## src/rtl/falco_mem_arbiter.sv

```systemverilog
// Falco memory arbiter: shares one memory port between fetch, load and store
// requesters with starvation-aware fixed priority and one outstanding transaction.
module falco_mem_arbiter #(
  parameter int unsigned ADDR_W       = 32,
  parameter int unsigned DATA_W       = 32,
  parameter int unsigned STARVE_LIMIT = 8,
  parameter int unsigned TIMEOUT      = 64
) (
  input  logic              clk,
  input  logic              rst_n,
  input  logic              if_req_valid,
  input  logic [ADDR_W-1:0] if_req_addr,
  output logic              if_req_ready,
  output logic              if_resp_valid,
  output logic [DATA_W-1:0] if_resp_data,
  input  logic              ld_req_valid,
  input  logic [ADDR_W-1:0] ld_req_addr,
  output logic              ld_req_ready,
  output logic              ld_resp_valid,
  output logic [DATA_W-1:0] ld_resp_data,
  input  logic              st_req_valid,
  input  logic [ADDR_W-1:0] st_req_addr,
  input  logic [DATA_W-1:0] st_req_data,
  output logic              st_req_ready,
  output logic              st_resp_valid,
  output logic              mem_req_valid,
  output logic              mem_req_we,
  output logic [ADDR_W-1:0] mem_req_addr,
  output logic [DATA_W-1:0] mem_req_wdata,
  input  logic              mem_req_ready,
  input  logic              mem_resp_valid,
  input  logic [DATA_W-1:0] mem_resp_data,
  output logic              timeout_err
);

  typedef enum logic [1:0] {S_IDLE, S_ISSUE, S_WAIT, S_RESP} state_t;
  typedef enum logic [1:0] {OWN_ST, OWN_LD, OWN_IF} owner_t;

  localparam logic [7:0] LIMIT    = 8'(STARVE_LIMIT);
  localparam logic [9:0] TMO_LAST = 10'(TIMEOUT - 1);

  state_t            state_q, state_d;
  owner_t            owner_q, owner_d;
  logic [ADDR_W-1:0] addr_q, addr_d;
  logic [DATA_W-1:0] wdata_q, wdata_d;
  logic              we_q, we_d;
  logic [2:0][7:0]   starve_q, starve_d;
  logic [9:0]        tmo_q, tmo_d;
  logic              tmo_err_q, tmo_err_d;
  logic [DATA_W-1:0] if_data_q, if_data_d;
  logic [DATA_W-1:0] ld_data_q, ld_data_d;

  logic [2:0]        req_v, starved, pool, grant;
  logic [DATA_W-1:0] resp_data;
  logic              finish;

  function automatic logic [7:0] starve_next(input logic valid, input logic granted,
                                             input logic [7:0] cnt);
    if (!valid || granted) return '0;
    if (cnt < LIMIT) return cnt + 8'd1;
    return cnt;
  endfunction

  assign req_v   = {if_req_valid, ld_req_valid, st_req_valid};
  assign starved = req_v & {starve_q[2] == LIMIT, starve_q[1] == LIMIT, starve_q[0] == LIMIT};
  // Starved requesters form the candidate pool when present; bit 0 (store) ranks first.
  assign pool    = (starved != 3'b000) ? starved : req_v;

  always_comb begin
    grant = '0;
    if (rst_n && state_q == S_IDLE) begin
      if (pool[0])      grant = 3'b001;
      else if (pool[1]) grant = 3'b010;
      else if (pool[2]) grant = 3'b100;
    end
  end

  assign starve_d[0] = starve_next(req_v[0], grant[0], starve_q[0]);
  assign starve_d[1] = starve_next(req_v[1], grant[1], starve_q[1]);
  assign starve_d[2] = starve_next(req_v[2], grant[2], starve_q[2]);

  // A timeout completes with zero data because mem_resp_valid is low on that edge.
  assign resp_data = mem_resp_valid ? mem_resp_data : '0;
  assign finish    = mem_resp_valid || (tmo_q == TMO_LAST);

  always_comb begin
    state_d   = state_q;
    owner_d   = owner_q;
    addr_d    = addr_q;
    wdata_d   = wdata_q;
    we_d      = we_q;
    tmo_d     = tmo_q;
    tmo_err_d = tmo_err_q;
    if_data_d = if_data_q;
    ld_data_d = ld_data_q;
    case (state_q)
      S_IDLE: begin
        if (grant[0]) begin
          owner_d = OWN_ST;
          addr_d  = st_req_addr;
          wdata_d = st_req_data;
          we_d    = 1'b1;
          state_d = S_ISSUE;
        end else if (grant[1]) begin
          owner_d = OWN_LD;
          addr_d  = ld_req_addr;
          wdata_d = '0;
          we_d    = 1'b0;
          state_d = S_ISSUE;
        end else if (grant[2]) begin
          owner_d = OWN_IF;
          addr_d  = if_req_addr;
          wdata_d = '0;
          we_d    = 1'b0;
          state_d = S_ISSUE;
        end
      end
      S_ISSUE: begin
        if (mem_req_ready) begin
          tmo_d   = '0;
          state_d = S_WAIT;
        end
      end
      S_WAIT: begin
        if (finish) begin
          state_d = S_RESP;
          if (!mem_resp_valid) tmo_err_d = 1'b1;
          if (owner_q == OWN_IF) if_data_d = resp_data;
          if (owner_q == OWN_LD) ld_data_d = resp_data;
        end else begin
          tmo_d = tmo_q + 10'd1;
        end
      end
      S_RESP:  state_d = S_IDLE;
      default: state_d = S_IDLE;
    endcase
  end

  always_ff @(posedge clk) begin
    if (!rst_n) begin
      state_q   <= S_IDLE;
      owner_q   <= OWN_ST;
      addr_q    <= '0;
      wdata_q   <= '0;
      we_q      <= 1'b0;
      starve_q  <= '0;
      tmo_q     <= '0;
      tmo_err_q <= 1'b0;
      if_data_q <= '0;
      ld_data_q <= '0;
    end else begin
      state_q   <= state_d;
      owner_q   <= owner_d;
      addr_q    <= addr_d;
      wdata_q   <= wdata_d;
      we_q      <= we_d;
      starve_q  <= starve_d;
      tmo_q     <= tmo_d;
      tmo_err_q <= tmo_err_d;
      if_data_q <= if_data_d;
      ld_data_q <= ld_data_d;
    end
  end

  assign st_req_ready  = grant[0];
  assign ld_req_ready  = grant[1];
  assign if_req_ready  = grant[2];
  assign st_resp_valid = (state_q == S_RESP) && (owner_q == OWN_ST);
  assign ld_resp_valid = (state_q == S_RESP) && (owner_q == OWN_LD);
  assign if_resp_valid = (state_q == S_RESP) && (owner_q == OWN_IF);
  assign if_resp_data  = if_data_q;
  assign ld_resp_data  = ld_data_q;
  assign mem_req_valid = (state_q == S_ISSUE);
  assign mem_req_we    = we_q;
  assign mem_req_addr  = addr_q;
  assign mem_req_wdata = wdata_q;
  assign timeout_err   = tmo_err_q;

endmodule

```

## config.mk

```make
export PLATFORM = sky130hd
export DESIGN_NAME = falco_mem_arbiter
export DESIGN_NICKNAME = d
export VERILOG_FILES = /design/src/rtl/falco_mem_arbiter.sv
export SDC_FILE = /design/constraint.sdc
export NUM_CORES = 1
export LEC_CHECK = 0
export ABC_AREA = 1
export CAP_MARGIN = 20
export CORE_AREA = 2 2 162 164
export CTS_CLUSTER_DIAMETER = 30
export CTS_CLUSTER_SIZE = 24
export DETAILED_ROUTE_END_ITERATION = 12
export DIE_AREA = 0 0 164 166
export PLACE_DENSITY = 0.66
export SETUP_SLACK_MARGIN = 0.02
export SYNTH_ARGS = -nofsm -noshare
export SYNTH_HDL_FRONTEND = slang
export SYNTH_SLANG_ARGS = --single-unit
```

## constraint.sdc

```tcl
create_clock -name clk -period 2.8 [get_ports clk]
set_clock_uncertainty 0.1 [all_clocks]
set_input_delay 0.42 -clock clk [delete_from_list [all_inputs] [get_ports clk]]
set_output_delay 0.42 -clock clk [all_outputs]
set_load 0.03 [all_outputs]
```

After elaboration in Yosys (flattened, before gate mapping)
Index checks and enable logic that the tools add are counted.

Bits in latches: 0. Output and inout port bits: 137. Register bits after elaboration: 168. ROM bits: 0. Memory bits (writable): 0. Memories: 0.

Reductions and logical operators: 25. Muxes and demuxes: 48. Equal/unequal tests: 13. Div/mod/pow operators: 0. Shift operators: 0. Multipliers: 0. Bitwise logic cells: 2. $add $sub $neg: 4. $lt $le $gt $ge: 3.

Operators with widths (count): 2-to-1 mux 32 bit (7); 2-to-1 mux 8 bit (12); adder 8 x 1 -> 8 bit, second input constant (3); equality test 8 x 4 -> 1 bit, second input constant (3); less-than comparator 8 x 4 -> 1 bit, second input constant (3); 2-to-1 mux 10 bit (2); case mux 10 bit (2 select lines) (1); 2-to-1 mux 2 bit (8); 2-to-1 mux 3 bit (5); AND reduction 3 bit (5); 2-to-1 mux 1 bit (12); adder 10 x 1 -> 10 bit, second input constant (1); equality test 10 x 6 -> 1 bit, second input constant (1); case mux 2 bit (4 select lines) (1); nonzero test 2 bit (4); equality test 2 bit, second input constant (3); nonzero test 3 bit (2); equality test 2 x 1 -> 1 bit, second input constant (2); logical AND 1 bit (4); logical NOT 2 bit (2); logical OR 1 bit (4); != test 2 bit, second input constant (2); != test 4 bit, second input constant (1); AND 3 bit (1); 4 further kinds (6).

Depth between registers and ports, before layout
Gate-level depths: netlist (run 1).

Word-level depth: 13. Gate-level depth with buffers: 16. Mapped depth without buffers: 16.

Worst setup path before layout (run 1)
Ideal clock, no wire load.

Kind: reg-to-output. From: register starve_q[8] in the netlist's numbering. To: output port if_req_ready. Setup slack: 0.718 ns. Arrival time: 1.562 ns. Path buffers: 1. Required time: 2.280 ns. Stages on the path, launching flop included: 12. Path through: dfxtp_1 -> inv_1 -> ha_1 -> nand2_1 -> nor2_1 -> nand2_1 -> nand3_1 -> and2_1 -> nor2_1 -> nand2_1 -> buf_2 -> inv_1.

Word-level cells in the longest chain between the ends: 8.

RTL lines: start, declared (line 47) `logic [2:0][7:0] starve_q, starve_d;`; start signal, assigned (line 157) `starve_q <= starve_d;`; equality test 8 x 4 -> 1 bit (*) (line 65) `assign starved = req_v & {starve_q[2] == LIMIT, starve_q[1] == LIMIT, starve_q[0] == LIMIT};`; AND 3 bit (*) (line 65); nonzero test 3 bit (line 67) `assign pool = (starved != 3'b000) ? starved : req_v;`; 2-to-1 mux 3 bit (*) (line 67); 2-to-1 mux 3 bit (line 74) `else if (pool[2]) grant = 3'b100;`; 2-to-1 mux 3 bit (line 73) `else if (pool[1]) grant = 3'b010;`; 2-to-1 mux 3 bit (*) (line 72) `if (pool[0]) grant = 3'b001;`; 2-to-1 mux 3 bit (*) (line 71) `if (rst_n && state_q == S_IDLE) begin`; end, declared (line 13) `output logic if_req_ready,`.

Every way passes the cells marked *; elsewhere a longest branch is shown, timed or not.

Worst setup path in the final report (run 1)
From: register starve_q[0] in the netlist's numbering. To: output port ld_req_ready.

Word-level cells in the longest chain between the ends: 7.

RTL lines: equality test 8 x 4 -> 1 bit (*) (line 65); AND 3 bit (*) (line 65); nonzero test 3 bit (line 67); 2-to-1 mux 3 bit (*) (line 67); 2-to-1 mux 3 bit (line 73); 2-to-1 mux 3 bit (*) (line 72); 2-to-1 mux 3 bit (*) (line 71); end, declared (line 18) `output logic ld_req_ready,`.

Marks and branches as above.

==> metrics, run 1 <==
Worst EP arrival=2110 ps; critical-path cell list=inv_1, ha_1, nand2_1, nor2_1, nand2_1, nand4_1, nand2_1, nand2_1, nor2_4, buf_4; detailed-route wire length=25,100 µm; count of buffer and inverter cells on the critical path=2; htree depth=4; global-route wire length before repair=38,400 µm; biggest fanout along the worst timing path=5; CTS sink cnt=168; min Tclk post-route=2630 ps; final count of pins violating max slew=0; initial standard-cell utilization of the core=about 29%; worst hold endpoint=starve_q[15]; post-detailed-placement half-perimeter wirelength=17,800 µm; number of buffers created by CTS=17; core region area=25,600 µm²; Worst R2R Setup Slack=450 ps; WS Path Type=reg2out; placer congestion estimate=0.808; Syn Inst Count=around 1,100; placed cells=about 1,700; number of antenna-violating nets in the routed design=0; startpoint of the most critical hold path=starve_q[15]; starting DRC count in detailed routing=422; critical path's largest stage delay=360 ps; antenna fix cells=0; outcome=completed; source-to-sink clock delay at the later pin of the worst-skew pair=approximately 420 ps; synthesis-to-finish area growth=53.2%; r2r startpoint=starve_q[0]; depth of the worst register-to-register path=12; number of global-route vias before repair=~7,500; total of cells resized after clock tree synthesis=0; Hold WC Path Type=reg2reg; Total Nets Final=about 1,500; final design area excluding fillers=11,500 µm²; Critical Path Start Type=register; count of placed standard cells in the final layout, fillers left out=between 1,500 and 2,000; placed cell areas=10,900 µm²; CTS tree=built; share of the clock period used by the worst path=about 94%; VDD IR-drop max=0.000355 V; highest attainable clock frequency=380 MHz; overall routing resource usage=17.8%; register bit total from synthesis=168; CP most frequent cell=sky130_fd_sc_hd__nand2_1; clock transition at the register clock pins on the worst setup and hold paths after CTS=80 ps; Clock Root Buffer=sky130_fd_sc_hd__clkbuf_16; I/O Buffers=between 300 and 400; Critical Path RT=2280 ps; gate family responsible for the most delay along the worst path=simple AND/OR/NAND/NOR gates; count of yosys warnings during synthesis=0; initial antenna violation count=0; worst slew pin tran=slightly below 600 ps; Power Total=7.53 mW; setup repair after global routing missed its margin=yes; worst slew margin relative to its limit=61.2%; count of hold-fix buffers inserted at cts=0; WHS Path Cells=2; routed wire length per instance=14.8 µm; maximum clock insertion buffer count=2; fraction of the yosys area taken by sequential cells=44.9%; final hold slack=330 ps; DRC violations left=0; die width=164 µm; Avg Inst Size Synth=a little over 7 µm²; hold violation count in the final report=0; Crit Reg-Reg Endpoint=starve_q[17]; Net Count, Synth=roughly 1,200; area of the die=~27,000 µm²; final setup fails=0; vertical die dimension=166 µm; via-per-instance ratio=4.56; master of the slowest instance on the critical path=sky130_fd_sc_hd__dfxtp_1; Yosys cell types=34; power density cells=656 nW/µm²; Detailed Routing Iterations Pass 1=5; standby leakage power=4.80 nW; std cell rows=between 50 and 60; count of boundary I/O pins=around 300; fraction of layout instances using a drive strength above 1=under 10%; Via Count=7,742; largest net degree at the start of global routing=84; postcts setup bufs=0; netlist area before placement=approximately 7500 µm²; total grt overflow=0; Worst Setup End Kind=output pin; max-cap violation count=0
-- flip-flops by register name, indices dropped and copies added, names as in the netlist --
signal / flops
mem_req_we: 1
starve_q: 24
state_q: 2
ld_resp_data: 32
timeout_err: 1
owner_q: 2
mem_req_addr: 32
if_resp_data: 32
mem_req_wdata: 32
tmo_q: 10
-- how the worst max path moves through the flow --
stage,start,to,slack [ps],depth (start not counted)
after floorplan,starve_q[8],if_req_ready,720,11
after global placement,st_req_valid,starve_q[17],140,11
after detailed placement,st_req_valid,starve_q[17],140,11
after CTS,starve_q[0],ld_req_ready,20,10
after global routing,starve_q[0],ld_req_ready,-10,10
final,starve_q[0],ld_req_ready,170,10
-- Yosys cell counts --
library cell                 n  share of area, %
sky130_fd_sc_hd__a31oi_1     1             0.084
sky130_fd_sc_hd__buf_4       7              0.70
sky130_fd_sc_hd__inv_2       6              0.30
sky130_fd_sc_hd__o21ai_2     2              0.23
sky130_fd_sc_hd__nand3b_1   26               2.6
sky130_fd_sc_hd__nand4_1    31               2.6
sky130_fd_sc_hd__o21ai_1     4              0.27
sky130_fd_sc_hd__nand3_1    66               4.4
sky130_fd_sc_hd__or2_2       2              0.17
sky130_fd_sc_hd__buf_1       2              0.10
sky130_fd_sc_hd__xor2_1      9               1.1
sky130_fd_sc_hd__nor3_1     14              0.94
sky130_fd_sc_hd__o21ai_0    31               2.1
sky130_fd_sc_hd__o211ai_1    1              0.10
sky130_fd_sc_hd__o21a_1      1              0.10
sky130_fd_sc_hd__nand2_2     1             0.084
sky130_fd_sc_hd__a41oi_1     3              0.35
sky130_fd_sc_hd__inv_1     124               6.2
sky130_fd_sc_hd__and2_1      1             0.084
sky130_fd_sc_hd__buf_2      23               1.5
sky130_fd_sc_hd__nor4_1      1             0.084
sky130_fd_sc_hd__nor3b_1     1              0.10
sky130_fd_sc_hd__nor2_2      4              0.33
sky130_fd_sc_hd__clkbuf_1   32               1.6
sky130_fd_sc_hd__a21boi_1    6              0.60
sky130_fd_sc_hd__a211oi_1    2              0.20
sky130_fd_sc_hd__nand2_1   317                16
sky130_fd_sc_hd__ha_1       12               2.0
sky130_fd_sc_hd__a21oi_1   111               7.4
sky130_fd_sc_hd__nor2_1     52               2.6
sky130_fd_sc_hd__a21oi_2     1              0.12
sky130_fd_sc_hd__dfxtp_1   168                45
sky130_fd_sc_hd__o31ai_1     1              0.10
sky130_fd_sc_hd__and3_1      1             0.084
-- through the flow --
step / setup TNS, ps / util (%) / setup slack, ps
finish: 0 / 44.8 / 170
global route: -11.7 / 44.8 / -11.7
CTS: 0 / 44.8 / 23.7
detailed placement: 0 / 42.5 / 137
global placement: 0 / 42.5 / 138
floorplan: 0 / - / 718
-- cells in the final DEF, fill, tap and decap left out, types with 2 or more instances in the layout --
cell type / netlist / final
sky130_fd_sc_hd__clkbuf_16: 0 / 17
sky130_fd_sc_hd__nor2_1: 52 / 51
sky130_fd_sc_hd__dfxtp_1: 168 / 168
sky130_fd_sc_hd__nor3_1: 14 / 14
sky130_fd_sc_hd__nand3b_1: 26 / 26
sky130_fd_sc_hd__o21ai_0: 31 / 31
sky130_fd_sc_hd__a21boi_1: 6 / 6
sky130_fd_sc_hd__buf_4: 7 / 26
sky130_fd_sc_hd__or2_2: 2 / 2
sky130_fd_sc_hd__xor2_1: 9 / 9
sky130_fd_sc_hd__nand2_1: 317 / 316
sky130_fd_sc_hd__nor2_4: 0 / 2
sky130_fd_sc_hd__a21oi_1: 111 / 111
sky130_fd_sc_hd__inv_6: 0 / 4
sky130_fd_sc_hd__a211oi_1: 2 / 2
sky130_fd_sc_hd__nand3_1: 66 / 66
sky130_fd_sc_hd__clkinv_4: 0 / 2
sky130_fd_sc_hd__a41oi_1: 3 / 3
sky130_fd_sc_hd__inv_8: 0 / 2
sky130_fd_sc_hd__nand2_2: 1 / 2
sky130_fd_sc_hd__buf_12: 0 / 4
sky130_fd_sc_hd__inv_1: 124 / 123
sky130_fd_sc_hd__inv_2: 6 / 7
sky130_fd_sc_hd__o21ai_1: 4 / 4
sky130_fd_sc_hd__clkbuf_1: 32 / 2
sky130_fd_sc_hd__buf_2: 23 / 2
sky130_fd_sc_hd__nor2_2: 4 / 3
sky130_fd_sc_hd__ha_1: 12 / 12
sky130_fd_sc_hd__clkinvlp_4: 0 / 4
sky130_fd_sc_hd__nand4_1: 31 / 31
sky130_fd_sc_hd__clkdlybuf4s50_1: 0 / 298
-- per-layer routing --
layer | GRT usage, % | wire, µm | vias up
li1 | - | - | 3956
met1 | 20.2 | 10300 | 3479
met2 | 30.3 | 11500 | 278
met3 | 6.72 | 2780 | 29
met4 | 6.18 | 548 | 0
met5 | 0 | 0 | -
-- worst reg2reg max path: cells and delay by family (launching register included) --
kind / cells / cell delay, ps
adders and majority gates: 1 / 190
buffers and inverters: 2 / 380
and+or+nand+nor: 9 / 1260
DFF: 1 / 360
-- final cells by class --
class | count | area, µm²
clock buffers | 19 | 433
clock inverters | 13 | 135
fillers | 2580 | 14100
inverters | 130 | 488
multi-input cells | 702 | 3370
flip-flops and latches | 168 | 3360
well taps | 335 | 419
repair buffers | 330 | 3270
-- kinds of logic (layout without fill, tap and decap cells) --
family,after synthesis,count (layout),synth area share (%)
xor+xnor,9,9,1.05
buf+inv,194,492,10.5
simple gates,517,517,30.0
fa+ha+maj,12,12,2.00
compound gates,164,164,11.6
flops,168,168,44.9
-- power by group --
group,total [mW],switching (mW),internal [mW]
registers,2.72,0.116,2.61
logic,2.50,1.49,1.01
clock network,2.31,1.06,1.25
No activity file was read; power rests on OpenSTA's default activity.
==> run 2, diff against run 1 <==
--- a/config.mk
+++ b/config.mk
@@ -6,6 +6,7 @@
 export NUM_CORES = 1
 export LEC_CHECK = 0
 export ABC_AREA = 1
+export ABC_CLOCK_PERIOD_IN_PS = 2800
 export CAP_MARGIN = 20
 export CORE_AREA = 2 2 162 164
 export CTS_CLUSTER_DIAMETER = 30
@@ -14,6 +15,7 @@
 export DIE_AREA = 0 0 164 166
 export PLACE_DENSITY = 0.66
 export SETUP_SLACK_MARGIN = 0.02
+export SLEW_MARGIN = 20
 export SYNTH_ARGS = -nofsm -noshare
 export SYNTH_HDL_FRONTEND = slang
 export SYNTH_SLANG_ARGS = --single-unit
==> results of run 2 <==
The final DEF is identical to that of run 1; final timing and power are the same.
==> run 3, diff against run 2 <==
--- a/config.mk
+++ b/config.mk
@@ -8,11 +8,11 @@
 export ABC_AREA = 1
 export ABC_CLOCK_PERIOD_IN_PS = 2800
 export CAP_MARGIN = 20
-export CORE_AREA = 2 2 162 164
+export CORE_AREA = 3 3 163 165
 export CTS_CLUSTER_DIAMETER = 30
 export CTS_CLUSTER_SIZE = 24
 export DETAILED_ROUTE_END_ITERATION = 12
-export DIE_AREA = 0 0 164 166
+export DIE_AREA = 0 0 166 168
 export PLACE_DENSITY = 0.66
 export SETUP_SLACK_MARGIN = 0.02
 export SLEW_MARGIN = 20
==> metrics, run 3 (same netlist as run 1, synthesis figures left out) <==
Critical Path Start Type=register (unchanged); Worst R2R Setup Slack=480 ps (was 450 ps); global-route wire length before repair=41,400 µm (was 38,400 µm); overall routing resource usage=18.2% (was 17.8%); most frequent cells in the layout=sky130_fd_sc_hd__nand2_1, sky130_fd_sc_hd__clkdlybuf4s50_1, sky130_fd_sc_hd__dfxtp_1 (unchanged); final hold slack=189 ps (was 330 ps); depth of the worst register-to-register path=15 (was 12); WS Path Type=reg2out (unchanged); placed cell areas=10,900 µm² (about the same); power density cells=658 nW/µm² (was 656 nW/µm²); source-to-sink clock delay at the later pin of the worst-skew pair=430 ps (was 420 ps); synthesis-to-finish area growth=53.7% (was 53.2%); VDD IR-drop max=0.000354 V (was 0.000355 V); std cell rows=58 (was 59); max-cap violation count=0 (unchanged); biggest fanout along the worst timing path=5 (unchanged); count of hold-fix buffers inserted at cts=0 (unchanged); master of the slowest instance on the critical path=sky130_fd_sc_hd__dfxtp_1 (unchanged); placer congestion estimate=0.868 (was 0.808); crit path from=starve_q[8] (was starve_q[0]); final design area excluding fillers=11,500 µm² (about the same); critical-path cell list=inv_1, ha_1, nand2_1, nor2_1, nand2_2, nand4_1, nand2_2, nand2_1, nor2_4, buf_12, buf_4 (was inv_1, ha_1, nand2_1, nor2_1, nand2_1, nand4_1, nand2_1, nand2_1, nor2_4, buf_4); total grt overflow=0 (unchanged); Worst Setup End Kind=output pin (unchanged); hold violation count in the final report=0 (unchanged); DRC violations left=0 (unchanged); setup repair after global routing missed its margin=no (was yes); Critical Path RT=2280 ps (about the same); number of buffers created by CTS=17 (unchanged); initial standard-cell utilization of the core=29.8% (was 29.2%); antenna fix cells=0 (unchanged); number of global-route vias before repair=7,799 (was 7,509); CTS sink cnt=168 (unchanged); CTS tree=built (unchanged); detailed-route wire length=26,100 µm (was 25,100 µm); via-per-instance ratio=4.68 (was 4.56); Detailed Routing Iterations Pass 1=6 (was 5); fraction of layout instances using a drive strength above 1=6.17% (was 5.95%); core region area=25,200 µm² (was 25,600 µm²); routed wire length per instance=15.4 µm (was 14.8 µm); number of antenna-violating nets in the routed design=0 (unchanged); largest net degree at the start of global routing=72 (was 84); postcts setup bufs=0 (unchanged); Total Nets Final=1,527 (was 1,528); share of the clock period used by the worst path=94.0% (was 93.9%); I/O Buffers=303 (unchanged); area of the die=27,900 µm² (was 27,200 µm²); maximum clock insertion buffer count=2 (unchanged); starting DRC count in detailed routing=388 (was 422); vertical die dimension=168 µm (was 166 µm); worst slew pin tran=582 ps (about the same); min Tclk post-route=2630 ps (about the same); count of cell instances traversed by the critical path=11 (was 10); initial antenna violation count=0 (unchanged); CP endpoint=ld_req_ready (unchanged); die width=166 µm (was 164 µm); Hold WC Path Type=in2reg (was reg2reg); r2r startpoint=tmo_q[0] (was starve_q[0]); Worst EP arrival=2110 ps (about the same); worst slew margin relative to its limit=61.1% (was 61.2%); Via Count=7,916 (was 7,742); startpoint of the most critical hold path=rst_n (was starve_q[15]); count of boundary I/O pins=304 (unchanged); final count of pins violating max slew=0 (unchanged); Clock Root Buffer=sky130_fd_sc_hd__clkbuf_16 (unchanged); gate family responsible for the most delay along the worst path=simple AND/OR/NAND/NOR gates (unchanged); count of buffer and inverter cells on the critical path=3 (was 2); standby leakage power=4.82 nW (was 4.80 nW); htree depth=4 (unchanged); final setup fails=0 (unchanged); most common cell after layout, fill and taps aside=sky130_fd_sc_hd__nand2_1 (unchanged); total of cells resized after clock tree synthesis=0 (unchanged); Filler Cells Inserted=2,524 (was 2,580); critical path's largest stage delay=370 ps (was 360 ps); Crit Reg-Reg Endpoint=tmo_q[3] (was starve_q[17]); outcome=completed (unchanged); highest attainable clock frequency=380 MHz (about the same); post-detailed-placement half-perimeter wirelength=18,800 µm (was 17,800 µm); aggregate negative setup slack=0 ps (unchanged); clock transition at the register clock pins on the worst setup and hold paths after CTS=70 ps (was 80 ps)
-- run 3: changes by cell type in the layout (fill, tap and decap cells not counted), sizes merged --
cell / previous run / this run
inv: 136 / 135
clkinv: 2 / 5
buf: 32 / 31
clkinvlp: 4 / 2
-- run 3: stage by stage --
stage	worst slack, ps	std cells	util (%)	power (mW)
3_3_place_gp	148	1659	43.4	5.29
2_1_floorplan	718	1064	-	4.24
6_report	168	1691	45.7	7.58
5_1_grt	8.85	1691	45.7	8.03
4_1_cts	44.0	1691	45.6	7.68
3_5_place_dp	128	1659	43.4	5.32
-- run 3: layer usage --
layer	GRT usage [%]	part of all wire, %	up-vias	wire length, µm
li1	-	-	3955	-
met1	22.1	43	3620	11200
met2	30.2	46	309	12000
met3	7.07	9.4	32	2450
met4	5.28	1.8	0	477
met5	0	0	-	0
-- run 3: how the worst min path moves through the flow --
stage / end / slack [ps] / cells past startpoint
floorplan: starve_q[15] / 310 / 2
global placement: starve_q[14] / 310 / 2
detailed placement: starve_q[15] / 320 / 2
CTS: mem_req_addr[28] / 170 / 3
global route: mem_req_addr[28] / 190 / 3
finish: mem_req_addr[28] / 190 / 3
-- run 3: worst register-to-register path, cell delays in order (launching register included) --
cell and delay, ps:
sky130_fd_sc_hd__dfxtp_1 340, sky130_fd_sc_hd__ha_1 220, sky130_fd_sc_hd__nand2_1 90, sky130_fd_sc_hd__inv_1 60, sky130_fd_sc_hd__nand3_1 130, sky130_fd_sc_hd__inv_2 70, sky130_fd_sc_hd__nand2_1 90, sky130_fd_sc_hd__nand2_1 80
sky130_fd_sc_hd__nor2_1 140, sky130_fd_sc_hd__inv_1 90, sky130_fd_sc_hd__a21oi_2 370, sky130_fd_sc_hd__nand2_1 90, sky130_fd_sc_hd__nand2_1 140, sky130_fd_sc_hd__inv_1 100, sky130_fd_sc_hd__o21ai_1 80, sky130_fd_sc_hd__nor2_1 40
-- run 3: final cells by class --
cell class / count / area [µm²] / area share (%)
Multi-Input combinational cell: 702 / 3380 / 29.4
Sequential cell: 168 / 3360 / 29.2
Timing Repair Buffer: 329 / 3300 / 28.6
Inverter: 130 / 488 / 4.24
Clock buffer: 19 / 433 / 3.76
Tap cell: 330 / 413 / 3.59
Clock inverter: 13 / 138 / 1.20
-- run 3: report_power, final --
part	leakage, nW	internal [mW]	switching [mW]
clock network	0.273	1.25	1.07
registers	1.36	2.61	0.122
logic	3.18	1.03	1.50
